===== config.mk =====
export PLATFORM = sky130hd
export DESIGN_NAME = updown_counter_param
export DESIGN_NICKNAME = d
export VERILOG_FILES = /design/src/rtl/counter_pkg.sv /design/src/rtl/updown_counter_param.sv
export SDC_FILE = /design/constraint.sdc
export NUM_CORES = 1
export LEC_CHECK = 0
export ABC_AREA = 1
export CAP_MARGIN = 20
export CORE_UTILIZATION = 24
export CTS_BUF_LIST = sky130_fd_sc_hd__clkbuf_2 sky130_fd_sc_hd__clkbuf_4 sky130_fd_sc_hd__clkbuf_8
export CTS_CLUSTER_SIZE = 12
export DETAILED_ROUTE_END_ITERATION = 10
export HOLD_SLACK_MARGIN = 0.03
export PLACE_DENSITY_LB_ADDON = 0.05
export RECOVER_POWER = 50
export SKIP_LAST_GASP = 1
export SLEW_MARGIN = 20
export SYNTH_ARGS = -nofsm -noshare
export SYNTH_HDL_FRONTEND = slang
export SYNTH_SLANG_ARGS = --single-unit

===== constraint.sdc =====
create_clock -name clk -period 2.9 [get_ports clk]
set_input_delay 0.58 -clock clk [delete_from_list [all_inputs] [get_ports clk]]
set_output_delay 0.58 -clock clk [all_outputs]
set_load 0.02 [all_outputs]

===== src/rtl/counter_pkg.sv =====
// Shared encodings for the parametrised up/down counter.
// Mode select values and one-shot FSM state encoding.
package counter_pkg;

    // End-of-count behaviour selected by the mode input
    typedef enum logic [1:0] {
        MODE_WRAP    = 2'b00,
        MODE_SAT     = 2'b01,
        MODE_ONESHOT = 2'b10,
        MODE_RSVD    = 2'b11
    } mode_e;

    // One-shot state: counting, or finished and waiting for load/reset
    typedef enum logic {
        ST_RUN  = 1'b0,
        ST_DONE = 1'b1
    } state_e;

endpackage


===== src/rtl/updown_counter_param.sv =====
// Parametrised synchronous up/down counter with programmable bound,
// load, and wrap / saturate / one-shot end-of-count handling.
module updown_counter_param
    import counter_pkg::*;
#(
    parameter int WIDTH     = 4,
    parameter int MAX_VAL   = 2**WIDTH - 1,
    parameter int RESET_VAL = 0
) (
    input  logic             clk,
    input  logic             rst_n,
    input  logic             en,
    input  logic             dir,
    input  logic [1:0]       mode,
    input  logic             ld,
    input  logic [WIDTH-1:0] ld_val,
    output logic [WIDTH-1:0] q,
    output logic             tc,
    output logic             at_zero,
    output logic             at_max,
    output logic             done
);

    localparam logic [WIDTH-1:0] MAX_Q = WIDTH'(MAX_VAL);
    localparam logic [WIDTH-1:0] RST_Q = WIDTH'(RESET_VAL);
    localparam logic [WIDTH-1:0] ONE_Q = WIDTH'(1);

    state_e           st;
    logic [WIDTH-1:0] ld_clamp;
    logic [WIDTH-1:0] step_val;
    logic [WIDTH-1:0] wrap_val;
    logic             at_term;
    logic             is_oneshot;

    // Out-of-range loads saturate at the bound so q never leaves 0..MAX_VAL
    assign ld_clamp = (ld_val > MAX_Q) ? MAX_Q : ld_val;

    // Terminal value depends on direction: top when counting up, zero when down
    assign at_term = dir ? (q == MAX_Q) : (q == '0);

    // Ordinary step and the value a rollover jumps to
    assign step_val = dir ? (q + ONE_Q) : (q - ONE_Q);
    assign wrap_val = dir ? '0 : MAX_Q;

    assign is_oneshot = (mode == MODE_ONESHOT);

    // Status flags follow q with no added latency
    assign at_zero = (q == '0);
    assign at_max  = (q == MAX_Q);

    // Count register, terminal pulse and one-shot FSM, priority rst > ld > en
    always_ff @(posedge clk) begin
        if (!rst_n) begin
            q    <= RST_Q;
            tc   <= 1'b0;
            done <= 1'b0;
            st   <= ST_RUN;
        end else if (ld) begin
            q    <= ld_clamp;
            tc   <= 1'b0;
            done <= 1'b0;
            st   <= ST_RUN;
        end else begin
            // Leaving one-shot mode releases a finished FSM; the
            // current mode then governs this same edge.
            if (!is_oneshot) begin
                st   <= ST_RUN;
                done <= 1'b0;
            end
            if (!en) begin
                tc <= 1'b0;
            end else if (is_oneshot && st == ST_DONE) begin
                tc <= 1'b0;
            end else if (!at_term) begin
                q  <= step_val;
                tc <= 1'b0;
            end else begin
                tc <= 1'b1;
                unique case (mode)
                    MODE_SAT: begin
                    end
                    MODE_ONESHOT: begin
                        st   <= ST_DONE;
                        done <= 1'b1;
                    end
                    MODE_WRAP, MODE_RSVD: begin
                        q <= wrap_val;
                    end
                    default: begin
                        q <= wrap_val;
                    end
                endcase
            end
        end
    end

endmodule

# Word-level counts from Yosys, hierarchy flattened
# Cells that the tools add are included.
# W data, S select, Z words.
[classes]
n_mux = 20
magnitude_cmp = 1
addsub = 2
eq_ne = 5
n_reduce_logical = 8
bitwise = 2
[ops]
columns = ["cell", "n"]
rows = [
  ["$mux W4", 8],
  ["$mux W1", 12],
  ["$add A4 B1 Y4 const B", 1],
  ["$eq A2 B2 Y1 const B", 2],
  ["$eq A4 B4 Y1 const B", 1],
  ["$gt A4 B4 Y1 const B", 1],
  ["$logic_not A4 Y1", 1],
  ["$reduce_or A2 Y1", 2],
  ["$reduce_or A4 Y1", 1],
  ["$sub A4 B1 Y4 const B", 1],
  ["$ne A3 B2 Y1 const B", 1],
  ["$reduce_and A3 Y1", 1],
  ["$logic_not A2 Y1", 1],
  ["$ne A2 B2 Y1 const B", 1],
  ["$not A1 Y1", 2],
  ["$reduce_bool A2 Y1", 1],
  ["$logic_and A1 B1 Y1", 1],
]
[word_totals]
ff_bits = 7

# Logic depth before layout (Yosys ltp)
[logic_depth]
word_depth = 7
depth_mapped = 10

# Worst setup path before layout
# Ideal clock, no wire load.
[synth_path]
path_kind = "reg-to-output"
start = "register q[0]"
end = "output at_zero"
t_arrival_ps = 1181
setup_slack_ps = 1139
required_time_ps = 2320
path_stages_with_launch = 2
path_cell_list = "dfxtp_1 -> nor4_1"
[synth_via]
elab_chain_len = 1
[synth_rtl]
columns = ["element", "line_no", "rtl"]
rows = [
  ["start, declared", "updown_counter_param.sv:17", "output logic [WIDTH-1:0] q,"],
  ["start signal, assigned", "updown_counter_param.sv:59", "q <= ld_clamp;"],
  ["start signal, assigned", "updown_counter_param.sv:75", "q <= step_val;"],
  ["start signal, assigned", "updown_counter_param.sv:87", "q <= wrap_val;"],
  ["$logic_not A4 Y1", "updown_counter_param.sv:48", "assign at_zero = (q == '0);"],
  ["end, declared", "updown_counter_param.sv:19", "output logic at_zero,"],
]
# No other way between the ends.

# Worst setup path after layout
[layout_path]
start = "register q[0]"
end = "output at_max"
[layout_via]
elab_chain_len = 1
[layout_rtl]
columns = ["element", "line_no", "rtl"]
rows = [
  ["$eq A4 B4 Y1", "updown_counter_param.sv:49", "assign at_max = (q == MAX_Q);"],
  ["end, declared", "updown_counter_param.sv:20", "output logic at_max,"],
]
# No other way between the ends.

==> results.md <==
* First-pass GRT wire length at 2118 um
* CTS hold repair buffers at 0
* Port bufs at 18
* Synth area leaders: dfxtp_1 23%, nand2_1 14%, ha_1 8.3%
* Period utilisation layout at 0.7608
* Sinks on Clock Net at 7
* Vias per cell at 4.291
* Number of remaining DRC errors at 0
* Count of final setup violators at 0
* Die footprint at 0.002707 mm2
* PostCTS Resize Cnt at 0
* RD Place Congestion at 0.6699
* TritonCTS clock tree: done
* Starting density of the core at 0.2639
* Setup_tns at 0 ns
* Peak VDD IR at 0.2195 mV
* Pre-antenna DRT Iters at 4
* Layout cells sized above 1 at 0.1415
* Yosys warnings at 0
* Gr usage total at 0.1059
* Area of the multi-input gates at 406.6 um2
* Worst-skew pair later-pin latency at 0.24 ns
* Most frequent cells in the layout: 22 x nand2_1, 14 x clkdlybuf4s50_1, 11 x inv_1
* Die Wd at 52.03 um
* WL final at 1184 um
* Slew HR at 0.7381
* Num CTS Buffers at 3
* CP startpoint kind: flop
* Non-Filler Instances at 134
* Clk slew on worst S/H paths at 0.05 ns
* Count of pins over their slew limit at 0
* Mean Syn Cell Area at 7.066 um2
* Initial antenna violation count at 0
* Vias in the first global route at 487
* N_diodes at 0
* Area growth syn-to-layout at 38.75%
* Peak Freq at 453.2 MHz
* Req. time, crit path at 2.32 ns
* WL/cell at 8.836 um
* Tmin final at 2.206 ns
* Seq cells post-synth at 7
* Mapped Nets at 101
* Leading area contributor after synthesis: dfxtp_1
* Placeable Area at 0.002276 mm2
* CP Capture Type: output port
* Setup Skew at 0.002601 ns
* Yosys top cell area share at 0.2333
* H-tree depth at 1
* Maximum number of pins on one net before global-route repair at 12
* Layout Nets at 123
* Fillers at 251
* Placed cell count at 130
* Global route overflow at 0
* Final hold vios at 0
* Max clock buf depth at 2
* Distinct cells, synth at 22
* PwrDens at 397.4 mW/mm2
* Static leakage at 0.4073 nW
* Register area at 140.1 um2
* MaxCap Viol Count at 0
* Status: finished, final reports clean
* Rows at 17
* First DRT Iteration DRCs at 10
* RSZ-0062 raised after global routing: no
* Ports at 19
* Setup Buffers After CTS at 0
* Hpwl dp at 996.3 um
* Worst hold path class: reg2reg
* Most common cell after layout, fill and taps aside: nand2_1
* Antenna-violating nets left at 0
* Synthesized area at 600.6 um2
* Sequential area share after synthesis at 0.2333
* CP arrival at 1.63 ns
* Max Fanout on Critical Path at 8
* CTS root buf: clkbuf_4
* Overall die height at 52.03 um
* Setup CP Type: reg2out
* Slew @ Worst Pin at 0.3926 ns
* Vias at 575
* Post-Syn Instances at 85
cell usage after synthesis:
cell / instances
a21boi_1: 1
a21oi_1: 4
and2_2: 1
buf_6: 1
dfxtp_1: 7
fa_1: 1
ha_1: 4
inv_1: 11
nand2_1: 22
nand2_2: 2
nand2_4: 4
nand2_8: 1
nand3_1: 7
nand3_2: 1
nor2_1: 10
nor2_4: 1
nor4_1: 1
o21a_1: 1
o21ai_0: 1
or2_2: 2
xnor2_1: 1
xor2_1: 1
worst max-delay path, cell delays in order (launching register included):
cell             delay [ns]
dfxtp_1                0.50
nand2_2                0.11
nor2_4                 0.15
clkdlybuf4s50_1        0.62
final timing paths:
path / slack, ns / from / end / depth (start not counted)
worst min-delay path: 0.46 / st / st / 2
worst max register to register: 1.47 / q[0] / done / 6
worst min register to register: 0.46 / st / st / 2
worst max-delay path: 0.69 / q[0] / at_max / 3
flip-flops by register name, indices dropped and copies added (netlist names):
name and count:
done 1, q 4, st 1, tc 1
stage by stage:
| stage | worst slack (ns) | hold slack (ns) | instance area, um2 | power, mW | utilization |
|---|---|---|---|---|---|
| after floorplan | 1.139 | 0.4346 | 600.6 | 0.1958 | - |
| after global placement | 0.5888 | 0.4450 | 804.5 | 0.2421 | 0.3535 |
| after detailed placement | 0.5766 | 0.4529 | 804.5 | 0.2396 | 0.3535 |
| after CTS | 0.6648 | 0.4600 | 834.6 | 0.3357 | 0.3667 |
| after global routing | 0.5772 | 0.4997 | 833.3 | 0.3615 | 0.3661 |
| final | 0.6936 | 0.4582 | 833.3 | 0.3312 | 0.3661 |
per-layer routing:
layer,GRT usage,up-vias,part of all wire
li1,-,309,-
met1,0.1547,249,0.54
met2,0.1517,15,0.40
met3,0.01754,2,0.045
met4,0.04054,0,0.0076
met5,0,-,0
where the power goes:
part           internal, mW  switching, mW  leakage [nW]  total (mW)
clock                0.0618         0.0348        0.0184      0.0965
combinational        0.0567         0.0623         0.331       0.119
sequential            0.103         0.0128        0.0576       0.116
total                 0.221          0.110         0.407       0.331
logic make-up (layout without fill, tap and decap cells):
| family | Yosys count | count (layout) | synth area share |
|---|---|---|---|
| buffers and inverters | 12 | 33 | 0.08750 |
| AND/OR/NAND/NOR | 52 | 52 | 0.4667 |
| XOR/XNOR | 2 | 2 | 0.02917 |
| flip-flops | 7 | 7 | 0.2333 |
| AO/OA/AOI/OAI | 7 | 7 | 0.06667 |
| adder cells (fa/ha/maj) | 5 | 5 | 0.1167 |
final cells by class:
type | count | area share
clock buffers | 4 | 0.03604
repair buffers | 18 | 0.2162
flip-flops and latches | 7 | 0.1682
inverters | 11 | 0.04955
multi-input cells | 66 | 0.4880
well taps | 28 | 0.04204
Power figures use the tool's default switching activity.
